## config.mk

```make
export PLATFORM = sky130hd
export DESIGN_NAME = intersection_scheduler
export DESIGN_NICKNAME = d
export VERILOG_FILES = /design/src/rtl/traffic_pkg.sv /design/src/rtl/rr_pick.sv /design/src/rtl/intersection_scheduler.sv
export SDC_FILE = /design/constraint.sdc
export NUM_CORES = 1
export LEC_CHECK = 0
export ABC_CLOCK_PERIOD_IN_PS = 4000
export BUFFER_PORTS_ARGS = -buffer_cell sky130_fd_sc_hd__buf_2
export CAP_MARGIN = 20
export CELL_PAD_IN_SITES_DETAIL_PLACEMENT = 1
export CELL_PAD_IN_SITES_GLOBAL_PLACEMENT = 2
export CORE_MARGIN = 8
export CORE_UTILIZATION = 36
export CTS_BUF_LIST = sky130_fd_sc_hd__clkbuf_16
export CTS_CLUSTER_DIAMETER = 80
export DETAILED_ROUTE_END_ITERATION = 6
export PLACE_DENSITY = 0.84
export SYNTH_ARGS = -nofsm -noshare
export SYNTH_HDL_FRONTEND = slang
export SYNTH_SLANG_ARGS = --single-unit
```

## constraint.sdc

```tcl
create_clock -name clk -period 4 [get_ports clk]
set_clock_uncertainty 0.1 [all_clocks]
set_input_delay 0.4 -clock clk [delete_from_list [all_inputs] [get_ports clk]]
set_output_delay 0.4 -clock clk [all_outputs]
set_load 0.02 [all_outputs]
```

## src/rtl/traffic_pkg.sv

```systemverilog
// Shared definitions for the intersection signal controller: phase encoding
// and the {R,G,Y} light patterns driven onto each approach's signal head.
package traffic_pkg;

  typedef enum logic [1:0] {
    ALL_RED = 2'b00,
    GREEN   = 2'b01,
    YELLOW  = 2'b10
  } phase_t;

  localparam logic [2:0] LIGHT_RED    = 3'b100;
  localparam logic [2:0] LIGHT_GREEN  = 3'b010;
  localparam logic [2:0] LIGHT_YELLOW = 3'b001;

endpackage

```

## src/rtl/rr_pick.sv

```systemverilog
// Combinational round-robin search: first set request at or above the pointer,
// wrapping around to the lowest set request when nothing above it is pending.
module rr_pick #(
  parameter int N  = 4,
  parameter int IW = 2
) (
  input  logic [N-1:0]  req,
  input  logic [IW-1:0] ptr,
  output logic          valid,
  output logic [IW-1:0] idx
);

  logic [N-1:0] lo_mask;
  logic [N-1:0] hi_req;

  assign lo_mask = ({{(N-1){1'b0}}, 1'b1} << ptr) - {{(N-1){1'b0}}, 1'b1};
  assign hi_req  = req & ~lo_mask;
  assign valid   = |req;

  // Descending scans leave the lowest set bit; the upper-half scan overrides the wrapped one.
  always_comb begin
    idx = '0;
    for (int i = N - 1; i >= 0; i--) begin
      if (req[i]) idx = IW'(i);
    end
    if (|hi_req) begin
      for (int i = N - 1; i >= 0; i--) begin
        if (hi_req[i]) idx = IW'(i);
      end
    end
  end

endmodule

```

## src/rtl/intersection_scheduler.sv

```systemverilog
// Round-robin intersection scheduler: one approach at a time goes
// GREEN -> YELLOW -> ALL_RED, with min/max green and emergency preemption.
module intersection_scheduler
  import traffic_pkg::*;
#(
  parameter int N_APPROACH  = 4,
  parameter int MIN_GREEN   = 5,
  parameter int MAX_GREEN   = 15,
  parameter int YELLOW_TIME = 2,
  parameter int ALLRED_TIME = 1,
  parameter int CW          = 8,
  localparam int IW         = $clog2(N_APPROACH)
) (
  input  logic                    clk,
  input  logic                    reset,
  input  logic [N_APPROACH-1:0]   req,
  input  logic                    emerg,
  input  logic [IW-1:0]           emerg_id,
  output logic [3*N_APPROACH-1:0] lights,
  output logic [IW-1:0]           grant_id,
  output logic [1:0]              phase
);

  localparam int NID = 1 << IW;

  phase_t                  state, state_n;
  logic [CW-1:0]           cnt, cnt_n, term;
  logic [CW:0]             cnt_p1;
  logic [IW-1:0]           ptr, ptr_n, grant_n;
  logic [N_APPROACH-1:0]   other_pending;
  logic [NID-1:0]          id_in_range;
  logic                    emerg_v;
  logic                    pick_valid;
  logic [IW-1:0]           pick_idx;
  logic [3*N_APPROACH-1:0] lights_n;

  rr_pick #(
    .N  (N_APPROACH),
    .IW (IW)
  ) u_pick (
    .req   (req),
    .ptr   (ptr),
    .valid (pick_valid),
    .idx   (pick_idx)
  );

  // An emergency toward a nonexistent approach is treated as no emergency at all.
  always_comb begin
    id_in_range = '0;
    for (int i = 0; i < N_APPROACH; i++) id_in_range[i] = 1'b1;
  end

  assign emerg_v       = emerg & id_in_range[emerg_id];
  assign other_pending = req & ~({{(N_APPROACH-1){1'b0}}, 1'b1} << grant_id);
  assign cnt_p1        = {1'b0, cnt} + {{CW{1'b0}}, 1'b1};

  always_comb begin
    state_n = state;
    grant_n = grant_id;
    ptr_n   = ptr;
    term    = '0;
    case (state)
      ALL_RED: begin
        term = CW'(ALLRED_TIME - 1);
        if (cnt_p1 >= (CW+1)'(ALLRED_TIME)) begin
          if (emerg_v) begin
            grant_n = emerg_id;
            state_n = GREEN;
          end else if (pick_valid) begin
            grant_n = pick_idx;
            state_n = GREEN;
          end
        end
      end
      GREEN: begin
        term = CW'(MAX_GREEN - 1);
        if (emerg_v) begin
          if (emerg_id != grant_id) state_n = YELLOW;
        end else if (cnt_p1 >= (CW+1)'(MIN_GREEN) && |other_pending) begin
          state_n = YELLOW;
        end
      end
      YELLOW: begin
        term = CW'(YELLOW_TIME - 1);
        if (cnt_p1 >= (CW+1)'(YELLOW_TIME)) begin
          state_n = ALL_RED;
          ptr_n   = (grant_id == IW'(N_APPROACH - 1)) ? '0 : grant_id + 1'b1;
        end
      end
      default: state_n = ALL_RED;
    endcase

    if (state_n != state) cnt_n = '0;
    else if (cnt < term)  cnt_n = cnt + 1'b1;
    else                  cnt_n = cnt;
  end

  // Lights are decoded from the next state so they switch on the same edge as the FSM.
  always_comb begin
    lights_n = {N_APPROACH{LIGHT_RED}};
    for (int i = 0; i < N_APPROACH; i++) begin
      if (IW'(i) == grant_n) begin
        if (state_n == GREEN)       lights_n[3*i +: 3] = LIGHT_GREEN;
        else if (state_n == YELLOW) lights_n[3*i +: 3] = LIGHT_YELLOW;
      end
    end
  end

  always_ff @(posedge clk or posedge reset) begin
    if (reset) begin
      state    <= ALL_RED;
      cnt      <= '0;
      grant_id <= '0;
      ptr      <= '0;
      lights   <= {N_APPROACH{LIGHT_RED}};
      phase    <= ALL_RED;
    end else begin
      state    <= state_n;
      cnt      <= cnt_n;
      grant_id <= grant_n;
      ptr      <= ptr_n;
      lights   <= lights_n;
      phase    <= state_n;
    end
  end

endmodule

```

# ---- Word-level counts from Yosys, hierarchy flattened
# Index checks and enable logic that the tools add are counted.
dict set report op_classes {
  add_sub_neg 4
  muxes 33
  n_lt_le_gt_ge 5
  div 0
  n_bitwise 5
  n_reduce_logical 8
  mul 0
  n_shift 2
  n_eq_ne 10
}
# op count
set op_table {}
lappend op_table {{$mux 2} 21}
lappend op_table {{$mux 3} 6}
lappend op_table {{$mux 8} 2}
lappend op_table {{$reduce_or 4->1} 3}
lappend op_table {{$add 8x1->9 const B} 1}
lappend op_table {{$ge 9x1->1 const B} 1}
lappend op_table {{$ge 9x2->1 const B} 1}
lappend op_table {{$ge 9x3->1 const B} 1}
lappend op_table {{$add 8x1->8 const B} 1}
lappend op_table {{$and 4x4->4} 2}
lappend op_table {{$lt 8x8->1} 1}
lappend op_table {{$not 4->4} 2}
lappend op_table {{$pmux 4 s2} 1}
lappend op_table {{$shl 1x2->4 const A} 2}
lappend op_table {{$eq 2x2->1 const B} 3}
lappend op_table {{$pmux 2 s3} 1}
lappend op_table {{$eq 2x1->1 const B} 2}
lappend op_table {{$eq 2x2->1 const A} 2}
lappend op_table {{$logic_not 2->1} 2}
lappend op_table {{$ne 2x2->1} 2}
lappend op_table {{$sub 4x1->4 const B} 1}
lappend op_table {{$lt 2x3->1 const B} 1}
lappend op_table {{$add 2x1->2 const B} 1}
lappend op_table {{$bmux 1 s2} 1}
lappend op_table {{other kinds (6)} 6}
dict set report word_totals {
  latchBits 0
  ram_bits 0
  register_bits 26
  rom_bits 0
  word_cells 72
  mem_count 0
}

# ---- Longest topological paths before layout
dict set report depth {
  ltp_word 15
  depth_mapped 12
}

# ---- Hierarchy
# A second synthesis with hierarchy kept.
dict set report hier_totals {
  hier_cells 190
  hier_area_um2 1855.5
}
# module n_inst seq_area_each_um2 area_each_um2 cells_per_inst
set modules_own_cells {}
lappend modules_own_cells {intersection_scheduler 1 655.6 1781.7 176}
lappend modules_own_cells {rr_pick 1 0.0 73.8 14}

# ---- Least setup slack after synthesis
# Ideal clock, no wire load.
dict set report synth_path {
  path_kind {reg-to-reg}
  from {reg cnt[0]}
  to {reg lights[5]}
  arrival_time_ns 2.651
  path_buffers 1
  stages_incl_launch_ff 12
  setup_slack_ns 1.160
  setup_time_ns 0.088
  period_less_slack_ns 2.840
  path_cell_list {dfrtp_1 -> buf_6 -> inv_1 -> ha_1 -> a211oi_1 -> a41oi_1 -> o22a_1 -> a311oi_1 -> o21ai_0 -> a22o_1 -> ha_1 -> or3b_1}
}
dict set report synth_between {
  elab_chain_cells 10
}
# item line
set synth_rtl {}
lappend synth_rtl {{from (decl)} intersection_scheduler.sv:27} ;# logic [CW-1:0] cnt, cnt_n, term;
lappend synth_rtl {{from (signal assigned)} intersection_scheduler.sv:119} ;# cnt <= cnt_n;
lappend synth_rtl {{$add 8x1->9 *} intersection_scheduler.sv:55} ;# assign cnt_p1 = {1'b0, cnt} + {{CW{1'b0}}, 1'b1};
lappend synth_rtl {{$ge 9x3->1} intersection_scheduler.sv:79} ;# end else if (cnt_p1 >= (CW+1)'(MIN_GREEN) && |other_pending) begin
lappend synth_rtl {{$logic_and 1x1->1} intersection_scheduler.sv:79}
lappend synth_rtl {{$mux 2} intersection_scheduler.sv:79}
lappend synth_rtl {{$mux 2} intersection_scheduler.sv:77} ;# if (emerg_v) begin
lappend synth_rtl {{$pmux 2 s3} intersection_scheduler.sv:62} ;# case (state)
lappend synth_rtl {{$eq 2x2->1} intersection_scheduler.sv:104} ;# else if (state_n == YELLOW) lights_n[3*i +: 3] = LIGHT_YELLOW;
lappend synth_rtl {{$mux 3} intersection_scheduler.sv:104}
lappend synth_rtl {{$mux 3} intersection_scheduler.sv:103} ;# if (state_n == GREEN) lights_n[3*i +: 3] = LIGHT_GREEN;
lappend synth_rtl {{$mux 3 *} intersection_scheduler.sv:102} ;# if (IW'(i) == grant_n) begin
lappend synth_rtl {{via lights_n[5]} intersection_scheduler.sv:35} ;# logic [3*N_APPROACH-1:0] lights_n;
lappend synth_rtl {{to (signal assigned)} intersection_scheduler.sv:115} ;# lights <= {N_APPROACH{LIGHT_RED}};
lappend synth_rtl {{to (signal assigned)} intersection_scheduler.sv:122} ;# lights <= lights_n;
lappend synth_rtl {{to (decl)} intersection_scheduler.sv:19} ;# output logic [3*N_APPROACH-1:0] lights,
# The timed path passes the listed nets; every way through them passes the cells marked *.
# A chain may end at the register's enable or synchronous reset.

# ---- Final worst setup path
dict set report layout_path {
  from {reg cnt[0]}
  to {reg lights[8]}
}
# Same word-level chain as after synthesis.

==> results by group <==
Worst setup path
  – Worst Path Max Fanout: 13
  – Worst Setup Start Kind: flip-flop
  – Crit Path Class: reg -> reg
  – Worst setup EP type: flip-flop
  – Top cell by count, worst path: ha_1
  – Max stage delay on crit path: 580 ps
  – Worst path cell trace: ha_1, and3_1, a21oi_1, or3_1, a311oi_1, o21ai_0, a22o_1, ha_1, or3b_1
  – Data arrival, critical path: approximately 3500 ps
  – CP max-delay cell: dfrtp_1
  – Delay-heaviest family, CP: simple AND/OR/NAND/NOR gates
  – Worst EP required: 4080 ps
  – CP Buf/Inv Count: 0

Synth
  – Mux contribution to synthesized area: between 3 and 4%
  – Seq/Total Area, Yosys: 36.0%
  – Syn. warnings: 0
  – EDFF count, synth: 0
  – Post-synthesis adder-cell area fraction: 8.25%
  – Compound-Gate Fraction of Synth Area: 21.6%
  – Top cells by area, synth: dfrtp_1, ha_1, dfstp_2
  – Ys flop type: dfrtp_1
  – Simple-gate area share of the yosys netlist: 21.2%
  – Largest family of logic cells by synthesized area: compound AO/OA/AOI/OAI gates
  – Synth Area in XOR/XNOR: 2.41%
  – Cell count after synthesis: roughly 190
  – Yosys top cell by area: dfrtp_1
  – Commonest cells post-synth: dfrtp_1, inv_1, ha_1
  – Mapped Avg Cell Area: 9.84 um^2
  – Synth top area share: 30.2%
  – Synth Register Bits: 26
  – Count leader, synth: dfrtp_1
  – Post-synthesis cell area: 0.00182 mm^2
  – Fraction of registers with async set/reset: 100%
  – Synth cell types: 57
  – Syn_nets: just over 200

Pwr
  – Cell leakage power: 0.000940 uW
  – Pwr/cell area: around 700 mW/mm^2
  – IR drop worst, VDD: 0.423 mV

Timing
  – Hold Fails Final Rpt: 0
  – Slew @ Worst Pin: 590 ps
  – Fmax: 292 MHz
  – Setup TNS: 0 ps
  – Final period util: 85.5%
  – Final Slew Violations: 0
  – Final min period: 3420 ps
  – Slew HR: 60.6%
  – Final Setup Violations: 0
  – Setup slack after layout: 579 ps
  – RSZ-0062 raised after global routing: false

GRT
  – Largest net degree at the start of global routing: 27
  – Global-route wire length before repair: 7530 um
  – Initial antenna violation count: 0
  – Number of global-route vias before repair: about 1600
  – Total GRT Usage: 12.2%
  – GR Overflow Total: 0

Clocking
  – CTS Sinks: 26
  – Gates resized, CTS repair: 0
  – Clk buf depth: 2
  – Htree depth: 1
  – Clock tree from TritonCTS: yes
  – Clk_lat worst skew: 250 ps
  – Clk slew on worst S/H paths: 60 ps
  – Cts bufs inserted: 3
  – CTS root buf: clkbuf_16

Drt
  – Number of DRC markers in iteration 0: 86
  – Via density: between 5 and 6
  – Wire per inst: 15.7 um
  – Drc violations: 0
  – TritonRoute pass-1 iters: 4
  – WL final: 4370 um
  – Routed Antenna Nets: 0
  – Routed via count: 1479

Placed design
  – Gpl congestion: ~0.8
  – Detailed placement HPWL: 3420 um
  – Port buffer count: 24
  – DP Worst Slack: between 600 and 700 ps

Floorplanning
  – Core outline area: 0.00498 mm^2
  – # rows: 26
  – Ports: 25
  – Initial Utilization: 36.6%
  – Chip Height: 87.1 um
  – Die area: between 0.007 and 0.008 mm^2
  – Die width: between 80 and 90 um

Run
  – # Max-Cap Violations: 0

Final layout
  – Final Net Count: 231
  – ANT cells: 0
  – P&R area growth vs syn: 14.7%
  – Layout cells sized above 1: between 20% and 30%

Run status
  – Outcome: completed

Worst hold path
  – Hold crit path type: reg -> reg
[worst reg2reg max path, delay by kind of cell, from the launching register on]
kind            cells  cell delay [ps]
compound gates      4              890
simple gates        3              980
fa+ha+maj           2              790
flops               1              580
[worst paths after layout]
check	to	depth (start not counted)	slack [ps]	start
setup / recovery	lights[8]	9	580	cnt[0]
hold / removal	ptr[0]	1	480	ptr[0]
setup reg to reg	lights[8]	9	580	cnt[0]
hold reg to reg	ptr[0]	1	480	ptr[0]
max in group asynchronous	lights[2]	4	2800	reset
min in group asynchronous	cnt[3]	3	520	reset
[registers in the layout, summed over array words and instances, names as in the netlist]
| name | count |
|---|---|
| lights | 12 |
| cnt | 8 |
| grant_id | 2 |
| ptr | 2 |
| state | 2 |
[layer usage]
metal	wire [um]	vias up	track usage, %	part of all wire [%]
met5	0	-	0	0
met4	27	0	2.97	0.62
met3	113	4	2.17	2.6
met2	2160	16	20.3	49
met1	2070	725	15.7	47
li1	-	734	-	-
[report_power, final]
| part | internal [uW] | total [uW] | switching, uW | leakage (uW) |
|---|---|---|---|---|
| Combinational | 326 | 809 | 483 | 0.000567 |
| Sequential | 344 | 431 | 87.1 | 0.000335 |
| Clock | 134 | 216 | 82.6 | 0.0000385 |
| Total | 804 | 1460 | 653 | 0.000940 |
[placed cells by master (no fill, tap or decap), types with 5 or more instances in the layout]
cell	synthesis	routed
dfrtp_1	22	22
buf_2	1	24
nand2_1	8	8
ha_1	12	12
inv_1	15	15
xnor2_1	5	5
a211oi_1	8	8
nor2_1	9	9
o21ai_0	7	7
a21oi_1	11	11
[final cells by class]
cell class	count	area (um^2)
timing repair buffer	28	173
multi-input combinational	136	1040
sequential	26	656
clock inverter	1	3.75
inverter	15	56.3
tap	70	87.6
clock buffer	3	75.1
fill	591	2890
[cell families (layout without fill, tap and decap cells)]
group / after synthesis / count (layout)
buffers and inverters: 23 / 47
flip-flops: 26 / 26
adder cells (fa/ha/maj): 12 / 12
multiplexers: 6 / 6
AO/OA/AOI/OAI: 55 / 55
AND/OR/NAND/NOR: 58 / 58
XOR/XNOR: 5 / 5
[repair_timing]
item,4_1_cts,5_1_grt
hold endpoints to repair,0,4
hold buffers,0,1
setup buffers,0,0
[through the flow]
stage               cell area, um^2  utilization (%)  std cells  total power (uW)  hold WS [ps]
finish                         2090             42.0        279              1460           481
global route                   2090             42.0        279              1580           510
CTS                            2050             41.2        277              1470           294
detailed placement             1970             39.6        273              1250           459
global placement               1970             39.6        273              1230           444
floorplan                      1820                -        185              1040           337
Power figures use the tool's default switching activity.
